File: config.mk
export PLATFORM = sky130hd
export DESIGN_NAME = display_mux_scan
export DESIGN_NICKNAME = d
export VERILOG_FILES = /design/src/rtl/display_pkg.sv /design/src/rtl/refresh_timer.sv /design/src/rtl/display_mux_scan.sv
export SDC_FILE = /design/constraint.sdc
export NUM_CORES = 1
export LEC_CHECK = 0
export BUFFER_PORTS_ARGS = -buffer_cell sky130_fd_sc_hd__buf_2
export CORE_MARGIN = 2
export CORE_UTILIZATION = 30
export CTS_CLUSTER_DIAMETER = 120
export DETAILED_ROUTE_END_ITERATION = 10
export GPL_ROUTABILITY_DRIVEN = 0
export GPL_TIMING_DRIVEN = 0
export SYNTH_ARGS = -nofsm -noshare
export SYNTH_HDL_FRONTEND = slang
export SYNTH_SLANG_ARGS = --single-unit
export TNS_END_PERCENT = 30
File: constraint.sdc
create_clock -name clk -period 2.9 [get_ports clk]
set_input_delay 0.145 -clock clk [delete_from_list [all_inputs] [get_ports clk]]
set_output_delay 0.145 -clock clk [all_outputs]
set_load 0.03 [all_outputs]
File: src/rtl/display_pkg.sv
// Shared types and helpers for the multiplexed digit scanner.
package display_pkg;

    // Largest digit count the index search helper supports.
    localparam int MAX_DIGITS = 16;

    typedef enum logic {
        BLANK = 1'b0,
        SHOW  = 1'b1
    } scan_state_t;

    // Returns the first set bit of mask cyclically after idx. idx itself is
    // reached only after every other digit has been tried, so it is returned
    // only when it is the sole set bit. Returns idx when mask is empty.
    function automatic int next_enabled(input logic [MAX_DIGITS-1:0] mask,
                                        input int n,
                                        input int idx);
        int r;
        int j;
        logic [MAX_DIGITS-1:0] sh;
        r = idx;
        // Walk from the farthest candidate to the nearest so the nearest wins.
        for (int k = MAX_DIGITS; k >= 1; k--) begin
            if (k <= n) begin
                j = idx + k;
                if (j >= n) j = j - n;
                sh = mask >> j;
                if (sh[0]) r = j;
            end
        end
        return r;
    endfunction

endpackage

File: src/rtl/refresh_timer.sv
// Terminal-count counter: counts 0..i_last, wraps on tc, clears on demand.
module refresh_timer #(
    parameter int CNT_W = 15
) (
    input  logic             clk,
    input  logic             reset,
    input  logic             i_clear,
    input  logic [CNT_W-1:0] i_last,
    output logic             o_tc
);

    logic [CNT_W-1:0] r_cnt;

    assign o_tc = (r_cnt == i_last);

    // Free-running count that restarts at the terminal value or on clear.
    always_ff @(posedge clk or posedge reset) begin
        if (reset) begin
            r_cnt <= '0;
        end else if (i_clear || o_tc) begin
            r_cnt <= '0;
        end else begin
            r_cnt <= r_cnt + 1'b1;
        end
    end

endmodule

File: src/rtl/display_mux_scan.sv
// Time-multiplexed N-digit display selector with blanking, digit masking and
// per-frame input snapshot. All outputs come straight from registers.
module display_mux_scan
    import display_pkg::*;
#(
    parameter int NUM_DIGITS     = 2,
    parameter int DATA_W         = 4,
    parameter int REFRESH_CYCLES = 24000,
    parameter int BLANK_CYCLES   = 240,
    parameter bit EN_ACTIVE_LOW  = 1'b1,
    localparam int IDX_W         = $clog2(NUM_DIGITS)
) (
    input  logic                         clk,
    input  logic                         reset,
    input  logic [NUM_DIGITS*DATA_W-1:0] d_in,
    input  logic [NUM_DIGITS-1:0]        en_mask,
    output logic [DATA_W-1:0]            y,
    output logic [NUM_DIGITS-1:0]        digit_en,
    output logic [IDX_W-1:0]             digit_idx,
    output logic                         frame_start
);

    localparam int MAX_LEN = (REFRESH_CYCLES > BLANK_CYCLES) ? REFRESH_CYCLES : BLANK_CYCLES;
    localparam int CNT_W   = $clog2(MAX_LEN);
    localparam logic [CNT_W-1:0]      SHOW_LAST  = CNT_W'(REFRESH_CYCLES - 1);
    localparam logic [CNT_W-1:0]      BLANK_LAST = CNT_W'(BLANK_CYCLES - 1);
    localparam logic [NUM_DIGITS-1:0] EN_OFF     = EN_ACTIVE_LOW ? '1 : '0;

    scan_state_t         r_state;
    logic [IDX_W-1:0]    r_idx;
    logic                r_first;
    logic [DATA_W-1:0]   r_snap [NUM_DIGITS];
    logic [DATA_W-1:0]   r_y;
    logic [NUM_DIGITS-1:0] r_digit_en;
    logic                r_frame_start;

    logic [DATA_W-1:0]     w_din [NUM_DIGITS];
    logic [IDX_W-1:0]      w_next;
    logic [NUM_DIGITS-1:0] w_onehot;
    logic                  w_tc;
    logic                  w_frame;
    logic [CNT_W-1:0]      w_last;

    // Unpacked view of the packed digit bus.
    for (genvar g = 0; g < NUM_DIGITS; g++) begin : g_din
        assign w_din[g] = d_in[g*DATA_W +: DATA_W];
    end

    assign w_last = (r_state == SHOW) ? SHOW_LAST : BLANK_LAST;

    refresh_timer #(.CNT_W(CNT_W)) u_timer (
        .clk     (clk),
        .reset   (reset),
        .i_clear (1'b0),
        .i_last  (w_last),
        .o_tc    (w_tc)
    );

    // After reset the search starts from the last index so digit 0 is tried first.
    assign w_next  = IDX_W'(next_enabled(MAX_DIGITS'(en_mask), NUM_DIGITS,
                                         r_first ? NUM_DIGITS - 1 : int'(r_idx)));
    // Wrapping back to an equal or lower index means a new frame begins.
    assign w_frame = r_first || (w_next <= r_idx);

    // Decode the chosen digit to a one-hot enable pattern.
    always_comb begin
        w_onehot         = '0;
        w_onehot[w_next] = 1'b1;
    end

    // Scan FSM: alternate BLANK/SHOW, pick the next enabled digit at BLANK end.
    always_ff @(posedge clk or posedge reset) begin
        if (reset) begin
            r_state       <= BLANK;
            r_idx         <= '0;
            r_first       <= 1'b1;
            r_y           <= '0;
            r_digit_en    <= EN_OFF;
            r_frame_start <= 1'b0;
            for (int i = 0; i < NUM_DIGITS; i++) r_snap[i] <= '0;
        end else begin
            r_frame_start <= 1'b0;
            if (w_tc) begin
                if (r_state == SHOW) begin
                    // y and index hold through blanking so the decoder sees no glitch.
                    r_state    <= BLANK;
                    r_digit_en <= EN_OFF;
                end else if (|en_mask) begin
                    r_state    <= SHOW;
                    r_idx      <= w_next;
                    r_first    <= 1'b0;
                    r_digit_en <= w_onehot ^ EN_OFF;
                    if (w_frame) begin
                        for (int i = 0; i < NUM_DIGITS; i++) r_snap[i] <= w_din[i];
                        r_y           <= w_din[w_next];
                        r_frame_start <= 1'b1;
                    end else begin
                        r_y <= r_snap[w_next];
                    end
                end
                // Empty mask: stay in BLANK, timer has already wrapped.
            end
        end
    end

    assign y           = r_y;
    assign digit_en    = r_digit_en;
    assign digit_idx   = r_idx;
    assign frame_start = r_frame_start;

endmodule
==> metrics <==
Hold Vio Cnt, Final 0; most frequent cell after synthesis dfrtp_1; Worst Setup Start Kind flop; Worst R2R End r_snap[2]$_DFFE_PP0P_; Synth area leaders dfrtp_1 (44%), dfstp_2 (5.4%), nor2_1 (4.4%), xor2_1 (4.2%), mux2_4 (4.1%); layout cells sized above 1 26.8%; hold_sp d_in[4]; first-pass GRT wire length 5.15 mm; Post-synth top cells dfrtp_1 (26), nor2_1 (17), a21oi_1 (11), nand2_1 (10), xor2_1 (7); drt total wl between 2 and 3 mm; top-area cell type share of the netlist area 44.4%; total chip power 749 uW; GR peak layer met2; clk buf depth 2; register-to-register setup slack approximately 0.42 ns; wire length per cell 12.5 um; Clock Skew 0.00365 ns; clock transition at the registers of the reported paths 0.06 ns; Antenna diodes 0; Area growth syn-to-layout 17.8%; post-synth cell types 35; Post-synth EDFFs 0; I/O pin count 20; Lkg Pwr 0.000774 uW; FF+latch count, synth 29; largest net degree at the start of global routing 30; grt total ovfl 0; H-tree Lvls 2; Final period util between 80% and 90%; vias in the first global route 1,106; clock sinks 29; initial core utilization 31.0%; worst r2r path cells 7; peak supply drop around 300 uV; crit path time final ~2.5 ns; Fillers 481; die height 73.9 um; die area 5460 sq um; IO buf count 19; Post-Syn Area per Cell 10.4 sq um; row count 25; worst r2r src u_timer.r_cnt[0]$_DFF_PP0_; Clock Latency Late Sink 0.27 ns; DRT Pass-1 Iters 4; Rel. slew slack between 20% and 30%; Final setup viols 0; P per Cell Area about 430 nW/um^2; Post-Route Setup TNS 0 ns; Achievable Freq roughly 400 MHz; status complete, no violations; CTS tree yes; Final nets 180; CTS Hold Bufs 0; Slew Limit Fails 0; Post-synth ARST share 100%; biggest area consumer among synthesized cells dfrtp_1; Hold Path Sink r_snap[0]$_DFFE_PP0P_; initial antenna violation count 0; GR Util met3 3.70%; met2 usage slightly below 20%; Seq/Total Area, Yosys 49.7%; Net Count, Synth 154; dpl hpwl 2.08 mm; Worst setup EP type flop; Syn Inst Count 141; Hold Crit Class in -> reg; Num CTS Buffers 5; YS warnings 0; Mapped Area 1470 sq um; dominant synthesized flop cell dfrtp_1; CP Class reg -> reg; # Post-CTS Setup Buffers 0; CP required 3.06 ns; Placeable Area around 4700 sq um; vias per cell 4.72; Global Route Usage Sum 12.4%; CTS root buffer clkbuf_8; routed vias 1,110; Post-route DRC 0; # Max-Cap Violations 0; Die Width about 74 um; worst-path maximum fanout 10; RSZ-0062 raised after global routing false; initial drt markers 40; Resize count post-CTS 0; GR Util met1 16.3%; post-route ant nets 0; arrival time at the worst endpoint 2.64 ns; Worst Tran Pin Value 1.10 ns; Hold Path Cell Cnt 2
[final cells by class]
cell class,count,area [sq um],area share (%)
flip-flops and latches,29,729,42.2
multi-input cells,101,681,39.4
repair buffers,19,95.1,5.50
plain buffers,6,37.5,2.17
clock inverters,2,10.0,0.579
well taps,67,83.8,4.85
inverters,5,18.8,1.09
clock buffers,6,72.6,4.20
[layout by cell type, fill, tap and decap left out]
| cell type | count |
|---|---|
| ha_1 | 1 |
| xnor2_1 | 6 |
| a21oi_1 | 11 |
| nor3_1 | 4 |
| clkinv_2 | 2 |
| buf_6 | 2 |
| nor4_1 | 5 |
| nand3_1 | 4 |
| o21ai_0 | 2 |
| nand4_1 | 6 |
| or3_1 | 1 |
| inv_1 | 5 |
| a2bb2oi_1 | 2 |
| or3b_2 | 1 |
| dfstp_2 | 3 |
| or4_1 | 1 |
| nand3_4 | 1 |
| o31ai_1 | 1 |
| mux2_4 | 4 |
| clkbuf_8 | 5 |
| clkbuf_1 | 5 |
| buf_2 | 19 |
| o21ba_2 | 1 |
| or4_4 | 1 |
| nor2b_1 | 1 |
| nor3b_1 | 2 |
| and2_1 | 1 |
| xor2_1 | 7 |
| o22a_1 | 2 |
| o21bai_1 | 1 |
| a211oi_1 | 1 |
| o211ai_1 | 1 |
| and4_2 | 1 |
| nor2_1 | 17 |
| or4b_2 | 1 |
| dfrtp_1 | 26 |
| nand2_1 | 10 |
| mux2_2 | 4 |
[state kept, by name, summed over array words and instances, names as in the netlist]
| register | cells |
|---|---|
| u_timer.r_cnt | 15 |
| r_snap | 4 |
| y | 4 |
| digit_en | 2 |
| digit_idx | 1 |
| frame_start | 1 |
| r_first | 1 |
| r_state | 1 |
[cells by family (layout without fill, tap and decap cells)]
group	count (synthesis)	after routing	synth area share, %
muxes	8	8	7.17
AOI/OAI and AO/OA	22	22	9.56
buffers and inverters	11	38	3.84
xor gates and xnor gates	13	13	7.76
DFF	29	29	49.7
and+or+nand+nor	57	57	21.1
adders and majority gates	1	1	0.853
[report_power, final]
part | leakage (uW) | internal (uW) | switching, uW
registers | 0.000369 | 405 | 0
logic | 0.000360 | 10.2 | 16.4
clock network | 0.0000450 | 166 | 152
[critical path: stages, from the launching register on]
cell,delay [ns]
dfrtp_1,0.40
ha_1,0.25
nand3_4,0.14
or4_4,0.50
buf_6,0.15
or4_1,0.48
buf_6,0.15
mux2_4,0.29
[stage by stage]
stage | std cells | hold slack, ns | cell area [sq um] | setup slack [ns] | util, %
2_1_floorplan | 141 | 0.221 | 1470 | 0.538 | -
3_3_place_gp | 227 | 0.405 | 1650 | 0.410 | 34.8
3_5_place_dp | 227 | 0.402 | 1650 | 0.430 | 34.8
4_1_cts | 235 | 0.119 | 1730 | 0.409 | 36.6
5_1_grt | 235 | 0.121 | 1730 | 0.153 | 36.6
6_report | 235 | 0.129 | 1730 | 0.418 | 36.6
[layer usage]
metal	vias up	share of wire, %
met5	-	0
met4	0	0.54
met3	2	5.0
met2	20	46
met1	539	48
li1	549	-
[how the worst max path moves through the flow]
stage / slack (ns) / cells after the start / start / end
global route: 0.15 / 7 / u_timer.r_cnt[0]$_DFF_PP0_ / u_timer.r_cnt[6]$_DFF_PP0_
detailed placement: 0.43 / 7 / u_timer.r_cnt[0]$_DFF_PP0_ / u_timer.r_cnt[10]$_DFF_PP0_
floorplan: 0.54 / 7 / u_timer.r_cnt[0]$_DFF_PP0_ / r_snap[0]$_DFFE_PP0P_
global placement: 0.41 / 7 / u_timer.r_cnt[0]$_DFF_PP0_ / u_timer.r_cnt[12]$_DFF_PP0_
finish: 0.42 / 7 / u_timer.r_cnt[0]$_DFF_PP0_ / r_snap[2]$_DFFE_PP0P_
CTS: 0.41 / 7 / u_timer.r_cnt[0]$_DFF_PP0_ / u_timer.r_cnt[4]$_DFF_PP0_
Power figures use the tool's default switching activity.
